### src/rtl/accumulator_sequencer_if.sv
// rtl/accumulator_sequencer_if.sv - command handshake bundle between host and accumulator_sequencer
interface accumulator_sequencer_if;
  logic       cmd_valid;
  logic       cmd_ready;
  logic [2:0] cmd_op;
  logic [7:0] cmd_data;

  modport master (
    output cmd_valid,
    output cmd_op,
    output cmd_data,
    input  cmd_ready
  );

  modport slave (
    input  cmd_valid,
    input  cmd_op,
    input  cmd_data,
    output cmd_ready
  );
endinterface

### src/rtl/accumulator_sequencer.sv
// rtl/accumulator_sequencer.sv - T-state sequencer driving the 8-bit accumulator/ALU control strobes
module accumulator_sequencer (
  input  logic                          clk,
  input  logic                          rst_n,
  accumulator_sequencer_if.slave        cmd,
  output logic [7:0]                    op_data,
  output logic                          ctl_ein,
  output logic                          ctl_nla,
  output logic                          ctl_nlb,
  output logic                          ctl_ea,
  output logic                          ctl_eu,
  output logic                          ctl_sub,
  input  logic                          alu_cf,
  input  logic                          alu_zf,
  output logic                          status_cf,
  output logic                          status_zf,
  output logic                          done,
  output logic                          err,
  output logic [7:0]                    op_count
);

  localparam logic [2:0] OP_NOP = 3'b000;
  localparam logic [2:0] OP_LDA = 3'b001;
  localparam logic [2:0] OP_ADD = 3'b010;
  localparam logic [2:0] OP_SUB = 3'b011;
  localparam logic [2:0] OP_OUT = 3'b100;
  localparam logic [2:0] OP_CLR = 3'b101;

  typedef enum logic [2:0] {
    S_IDLE,
    S_LDA,
    S_LDB,
    S_EXEC,
    S_OUT,
    S_CLR,
    S_DONE
  } state_t;

  state_t     state;
  state_t     state_nx;
  logic [2:0] op_q;
  logic [7:0] data_q;
  logic       accept;

  assign accept = (state == S_IDLE) && cmd.cmd_valid;

  always_ff @(posedge clk) begin
    if (!rst_n) begin
      state     <= S_IDLE;
      op_q      <= OP_NOP;
      data_q    <= 8'h00;
      status_cf <= 1'b0;
      status_zf <= 1'b0;
      op_count  <= 8'h00;
    end else begin
      state <= state_nx;
      if (accept) begin
        op_q   <= cmd.cmd_op;
        data_q <= cmd.cmd_data;
      end
      // Flags follow the ALU only on the edge where the datapath loads the result.
      if (state == S_EXEC) begin
        status_cf <= alu_cf;
        status_zf <= alu_zf;
      end else if (state == S_CLR) begin
        status_cf <= 1'b0;
        status_zf <= 1'b1;
      end
      if (state == S_DONE) begin
        op_count <= op_count + 8'd1;
      end
    end
  end

  always_comb begin
    state_nx      = state;
    cmd.cmd_ready = 1'b0;
    ctl_ein       = 1'b0;
    ctl_nla       = 1'b1;
    ctl_nlb       = 1'b1;
    ctl_ea        = 1'b0;
    ctl_eu        = 1'b0;
    ctl_sub       = 1'b0;
    done          = 1'b0;
    err           = 1'b0;
    op_data       = data_q;

    case (state)
      S_IDLE: begin
        cmd.cmd_ready = 1'b1;
        if (cmd.cmd_valid) begin
          case (cmd.cmd_op)
            OP_LDA:         state_nx = S_LDA;
            OP_ADD, OP_SUB: state_nx = S_LDB;
            OP_OUT:         state_nx = S_OUT;
            OP_CLR:         state_nx = S_CLR;
            default:        state_nx = S_DONE;
          endcase
        end
      end
      S_LDA: begin
        ctl_ein  = 1'b1;
        ctl_nla  = 1'b0;
        state_nx = S_DONE;
      end
      S_LDB: begin
        ctl_ein  = 1'b1;
        ctl_nlb  = 1'b0;
        state_nx = S_EXEC;
      end
      S_EXEC: begin
        ctl_eu   = 1'b1;
        ctl_nla  = 1'b0;
        ctl_sub  = (op_q == OP_SUB);
        state_nx = S_DONE;
      end
      S_OUT: begin
        ctl_ea   = 1'b1;
        state_nx = S_DONE;
      end
      S_CLR: begin
        // Clearing A reuses the input-buffer path with a forced zero operand.
        ctl_ein  = 1'b1;
        ctl_nla  = 1'b0;
        op_data  = 8'h00;
        state_nx = S_DONE;
      end
      S_DONE: begin
        done     = 1'b1;
        err      = (op_q[2:1] == 2'b11);
        state_nx = S_IDLE;
      end
      default: begin
        state_nx = S_IDLE;
      end
    endcase
  end

endmodule

### src/flat_wrapper.sv
// flat-port wrapper written by rule: the top's interface ports become plain ports
module accumulator_sequencer_flat 
  (clk, rst_n, op_data, ctl_ein, ctl_nla, ctl_nlb, ctl_ea, ctl_eu, ctl_sub, alu_cf, alu_zf, status_cf, status_zf, done, err, op_count, cmd_cmd_valid, cmd_cmd_op, cmd_cmd_data, cmd_cmd_ready);
  accumulator_sequencer_if cmd_i ();
  input  logic clk;
  input  logic rst_n;
  output logic [7:0] op_data;
  output logic ctl_ein;
  output logic ctl_nla;
  output logic ctl_nlb;
  output logic ctl_ea;
  output logic ctl_eu;
  output logic ctl_sub;
  input  logic alu_cf;
  input  logic alu_zf;
  output logic status_cf;
  output logic status_zf;
  output logic done;
  output logic err;
  output logic [7:0] op_count;
  input wire logic [$bits(cmd_i.cmd_valid)-1:0] cmd_cmd_valid;
  input wire logic [$bits(cmd_i.cmd_op)-1:0] cmd_cmd_op;
  input wire logic [$bits(cmd_i.cmd_data)-1:0] cmd_cmd_data;
  output wire logic [$bits(cmd_i.cmd_ready)-1:0] cmd_cmd_ready;
  assign cmd_i.cmd_valid = cmd_cmd_valid;
  assign cmd_i.cmd_op = cmd_cmd_op;
  assign cmd_i.cmd_data = cmd_cmd_data;
  assign cmd_cmd_ready = cmd_i.cmd_ready;
  accumulator_sequencer u_core (.clk(clk), .rst_n(rst_n), .cmd(cmd_i), .op_data(op_data), .ctl_ein(ctl_ein), .ctl_nla(ctl_nla), .ctl_nlb(ctl_nlb), .ctl_ea(ctl_ea), .ctl_eu(ctl_eu), .ctl_sub(ctl_sub), .alu_cf(alu_cf), .alu_zf(alu_zf), .status_cf(status_cf), .status_zf(status_zf), .done(done), .err(err), .op_count(op_count));
endmodule
### config.mk
export PLATFORM = sky130hd
export DESIGN_NAME = accumulator_sequencer_flat
export DESIGN_NICKNAME = d
export VERILOG_FILES = /design/src/rtl/accumulator_sequencer_if.sv /design/src/rtl/accumulator_sequencer.sv /design/src/flat_wrapper.sv
export SDC_FILE = /design/constraint.sdc
export NUM_CORES = 1
export LEC_CHECK = 0
export BUFFER_PORTS_ARGS = -buffer_cell sky130_fd_sc_hd__buf_2
export CORE_MARGIN = 2
export CORE_UTILIZATION = 42
export DETAILED_ROUTE_END_ITERATION = 8
export GPL_TIMING_DRIVEN = 0
export PLACE_DENSITY = 0.73
export SYNTH_ARGS = -nofsm -noshare
export SYNTH_HDL_FRONTEND = slang
export SYNTH_SLANG_ARGS = --single-unit
### constraint.sdc
create_clock -name clk -period 1.2 [get_ports clk]
set_input_delay 0.18 -clock clk [delete_from_list [all_inputs] [get_ports clk]]
set_output_delay 0.18 -clock clk [all_outputs]
set_load 0.05 [all_outputs]
======== Yosys cells after proc, flatten, opt, wreduce, memory -nomap -nowiden ========
Index checks and enable logic that the tools add are counted.
word-level totals
  ROM bits ................................ 0
  memories ................................ 0
  RAM bits ................................ 0
  register bits ........................... 24
  latch bits .............................. 0
  bits of input ports ..................... 16
operators by class
  div/mod/pow operators ................... 0
  reductions and logical operators ........ 7
  order comparisons ....................... 0
  add/subtract/negate cells ............... 1
  eq/ne operators ......................... 14
  multipliers ............................. 0
  bitwise gates (word level) .............. 0
  multiplexer cells ....................... 17
  shift-type cells ........................ 0
operator list
  operator                                        number
  == test 3 x 2 -> 1 bit (second input constant)  5
  == test 3 bit (second input constant)           5
  2-to-1 mux 1 bit                                13
  case mux 3 bit (4 select lines)                 1
  case mux 3 bit (3 select lines)                 1
  adder 8 x 1 -> 8 bit (second input constant)    1
  2-to-1 mux 8 bit                                1
  == test 3 x 1 -> 1 bit (second input constant)  2
  OR reduction 3 bit                              2
  OR reduction 4 bit                              1
  logical NOT 3 bit                               1
  2-to-1 mux 3 bit                                1
  == test 2 bit (second input constant)           1
  != test 2 bit (second input constant)           1
  nonzero test 2 bit                              1
  OR reduction 2 bit                              1
  logical AND 1 bit                               1

======== Depth between registers and ports, before layout ========
  depth after elaboration ................. 5
  mapped depth ............................ 5

======== Worst setup path before layout ========
OpenSTA, ideal clock, no wires.
  path type ............................... register to output
  from .................................... register u_core.state[1]
  to ...................................... output port ctl_sub
  data arrival time ....................... 1.858 ns
  path buffers ............................ 1
  cell stages (with the launch flop) ...... 4
  slack ................................... -0.838 ns
  required time ........................... 1.020 ns
  cells stage by stage .................... dfxtp_1 buf_2 nand3b_1 nor3_1
between the ends
  cells in the longest elaborated chain, start to end .. 2
ends and longest elaborated chain
  item                    line                         source
  start, declared         accumulator_sequencer.sv:39  state_t state;
  start signal, assigned  accumulator_sequencer.sv:56  state <= state_nx;
  == test 3 x 2 -> 1 bit  accumulator_sequencer.sv:88  case (state)
  2-to-1 mux 1 bit        accumulator_sequencer.sv:88
  end, declared           flat_wrapper.sv:13           output logic ctl_sub;
No other way between the ends.

======== Worst setup path in the final report ========
  from .................................... register u_core.state[1]
  to ...................................... output port op_data[0]
between the ends
  cells in the longest elaborated chain, start to end .. 2
ends and longest elaborated chain
  item              line                         source
  == test 3 bit     accumulator_sequencer.sv:88
  2-to-1 mux 8 bit  accumulator_sequencer.sv:88
  end, declared     flat_wrapper.sv:7            output logic [7:0] op_data;
No other way between the ends.

==> flow_metrics.py <==
metrics = {
    "outcome": {
        "outcome": "finished with violations",
        "violations": "negative setup slack",
    },
    "timing": {
        "fmax_mhz": 593,
        "fin_tns_setup_ps": -12380,
        "tightest_slew_ps": 655,
        "maxSlewViolCount": 0,
        "rsz0062_at_grt": "yes",
        "worst_slack_ps": -487,
        "finalClockSkew_ps": 4.51,
        "setup_viol": 37,
        "hold_viol": 0,
        "period_share": 1.41,
        "relSlewSlack": 0.563,
        "final.min_clock_period_ps": 1690,
    },
    "detailed_routing": {
        "drt_iter0_markers": 40,
        "vias": 1304,
        "drt_first_pass_iters": 4,
        "route.detailed.drc": 0,
        "routed_wirelength_um": 3960,
        "antenna_left": 0,
        "wl_per_cell_um": 16.6,
        "viasPerCell": 5.48,
    },
    "clock_network": {
        "cts_buffers": 3,
        "ctsLongestPathBuffers": 2,
        "cts_hold_buf": 0,
        "cts_tree": "done",
        "cts_num_sinks": 24,
        "htree_levels": 1,
        "cts.clk_slew.worst_paths_ps": 140,
        "clk_latency_ps": 330,
        "cts-root-buf": "clkbuf_4",
    },
    "critical_path": {
        "crit_end": "op_data[0]",
        "slowest_delay_ps": 380,
        "critPathMaxFanout": 8,
        "critPathKind": "register to output pin",
        "cp_data_arrival_time_ps": 1510,
        "start_kind": "register",
        "end_kind": "output pin",
        "slowest_stage": "dfxtp_4",
        "r2r-end": "u_core.op_q[2]",
        "path_buf_inv": 3,
        "path_depth": 5,
        "crit_path_cell_trace": "buf_12 -> nand3b_1 -> buf_6 -> and2_4 -> buf_8",
        "r2r-start": "u_core.state[1]",
        "critPathTopFamily": "buffers and inverters",
        "rrSetupSlack_ps": -430,
        "rr_worst_depth": 6,
        "cp-startpoint": "u_core.state[1]",
        "crit_required_ps": 1020,
    },
    "job": {
        "cap_violations": 0,
    },
    "place": {
        "port_buffers": 42,
        "place_congestion": 0.747,
        "place_hpwl_um": 2110,
    },
    "worst_hold_path": {
        "hp-class": "input pin to register",
    },
    "die": {
        "num_rows": 18,
        "core_um2": 2480,
        "start_util": 0.442,
        "die_y_um": 55.1,
        "ios": 43,
        "die-area_um2": 3030,
        "die_w_um": 55.1,
    },
    "yosys": {
        "yosys.area.top_type": "dfxtp_1",
        "avgSynthCellArea_um2": 8.06,
        "yosys_warnings": 0,
        "synthCells": 136,
        "synth_flop_cell": "dfxtp_1",
        "synthArstFlopShare": 0,
        "synth_top_area_share": 0.438,
        "syn_area_um2": 1100,
        "yosysUniqueCellTypes": 30,
        "yosys-top-cells-area": "dfxtp_1, nand2_1, a21oi_1",
        "syn_nets": 153,
        "synth_seq_cells": 24,
        "synth_edf_count": 0,
        "ys_seq_area_frac": 0.438,
    },
    "global_routing": {
        "antenna_found_initial": 0,
        "grt_max_degree": 14,
        "grt_pass1_wl_um": 5640,
        "first_global_vias": 1231,
        "grt.total_usage": 0.270,
        "grt.overflow.total": 0,
    },
    "power": {
        "ir_worst_vdd_mv": 1.52,
        "p_leak_uw": 0.000905,
        "powerDensity_nw_per_um2": 1230,
    },
    "finish": {
        "layout_common_cells": "buf_6, nand2_1, buf_2",
        "final_common_cell": "buf_6",
        "fin_nets": 226,
        "final_core_util": 0.842,
        "layout-drive-gt1-share": 0.635,
        "antenna_cells": 0,
        "syn2layout_area_growth_pct": 90.4,
    },
}
## synth_stat cells, types with 2 or more instances
cell type,count
nand2_1,30
inv_1,6
a21oi_1,18
nand3_1,2
nand4_1,2
and2_1,8
nor2_1,5
or4_1,2
dfxtp_1,24
or3_1,4
a31oi_1,2
nand3b_1,2
clkbuf_1,3
o21ai_0,6
buf_2,3
xor2_1,2
o31ai_1,3
nor3_1,2
## state kept, by name, summed over array words and instances (netlist names)
signal / cells
u_core.state: 3
u_core.status_cf: 1
u_core.data_q: 8
u_core.status_zf: 1
u_core.op_count: 8
u_core.op_q: 3
## cells by family (layout without fill, tap and decap cells)
group,Yosys count,after routing,share of synthesized area
AND/OR/NAND/NOR,64,64,0.318
multiplexers,1,1,0.00913
XOR/XNOR,2,2,0.0160
AO/OA/AOI/OAI,31,31,0.155
buffers and inverters,13,85,0.0514
flip-flops,24,24,0.438
adder cells (fa/ha/maj),1,1,0.0114
## what timing repair did
| item | 4_1_cts | 5_1_grt |
|---|---|---|
| resized for setup | 66 | 37 |
| setup endpoints to repair | 34 | 43 |
| gates cloned | 3 | 1 |
| buffers inserted | 17 | 9 |
| pin swaps | 14 | 14 |
## cell type report
type | instances | area (µm²)
multi-input combinational | 99 | 763
timing repair buffer | 68 | 621
sequential | 24 | 519
fill | 135 | 390
buffer | 7 | 80.1
tap | 30 | 37.5
clock buffer | 4 | 36.3
inverter | 6 | 30.0
## power breakdown
group | leakage [µW] | internal (µW) | switching [µW]
Combinational | 0.000680 | 570 | 652
Sequential | 0.000203 | 848 | 55.8
Clock | 0.0000210 | 186 | 262
Total | 0.000905 | 1600 | 970
## worst min-delay path by stage
| stage | from | to | depth (start not counted) |
|---|---|---|---|
| 2_1_floorplan | rst_n | u_core.state[1] | 2 |
| 3_3_place_gp | cmd_cmd_data[5] | u_core.data_q[5] | 3 |
| 3_5_place_dp | cmd_cmd_data[6] | u_core.data_q[6] | 3 |
| 4_1_cts | cmd_cmd_data[6] | u_core.data_q[6] | 3 |
| 5_1_grt | cmd_cmd_data[6] | u_core.data_q[6] | 3 |
| 6_report | cmd_cmd_data[3] | u_core.data_q[3] | 3 |
## worst register-to-register path: cells and delay by family (launching register included)
kind	cells	cell delay [ps]
flip-flops	1	380
AO/OA/AOI/OAI	1	70
AND/OR/NAND/NOR	2	600
buffers and inverters	3	460
## routing by layer
metal / up-vias / global-route usage / wire length (µm)
met5: - / 0 / 0
met4: 0 / 0.122 / 85
met3: 10 / 0.0726 / 186
met2: 57 / 0.512 / 2150
met1: 630 / 0.271 / 1540
li1: 607 / - / -
## stage by stage
step	cell area, µm²	hold WS (ps)	worst slack, ps	instances	power [µW]
after floorplan	1260	286	-190	136	1500
after global placement	1510	422	-314	208	1640
after detailed placement	1510	431	-345	208	1660
after CTS	1950	81.3	-433	232	2450
after global routing	2090	63.1	-547	238	2670
final	2090	77.9	-487	238	2580
Note: power is estimated with default switching activity, not from simulation.
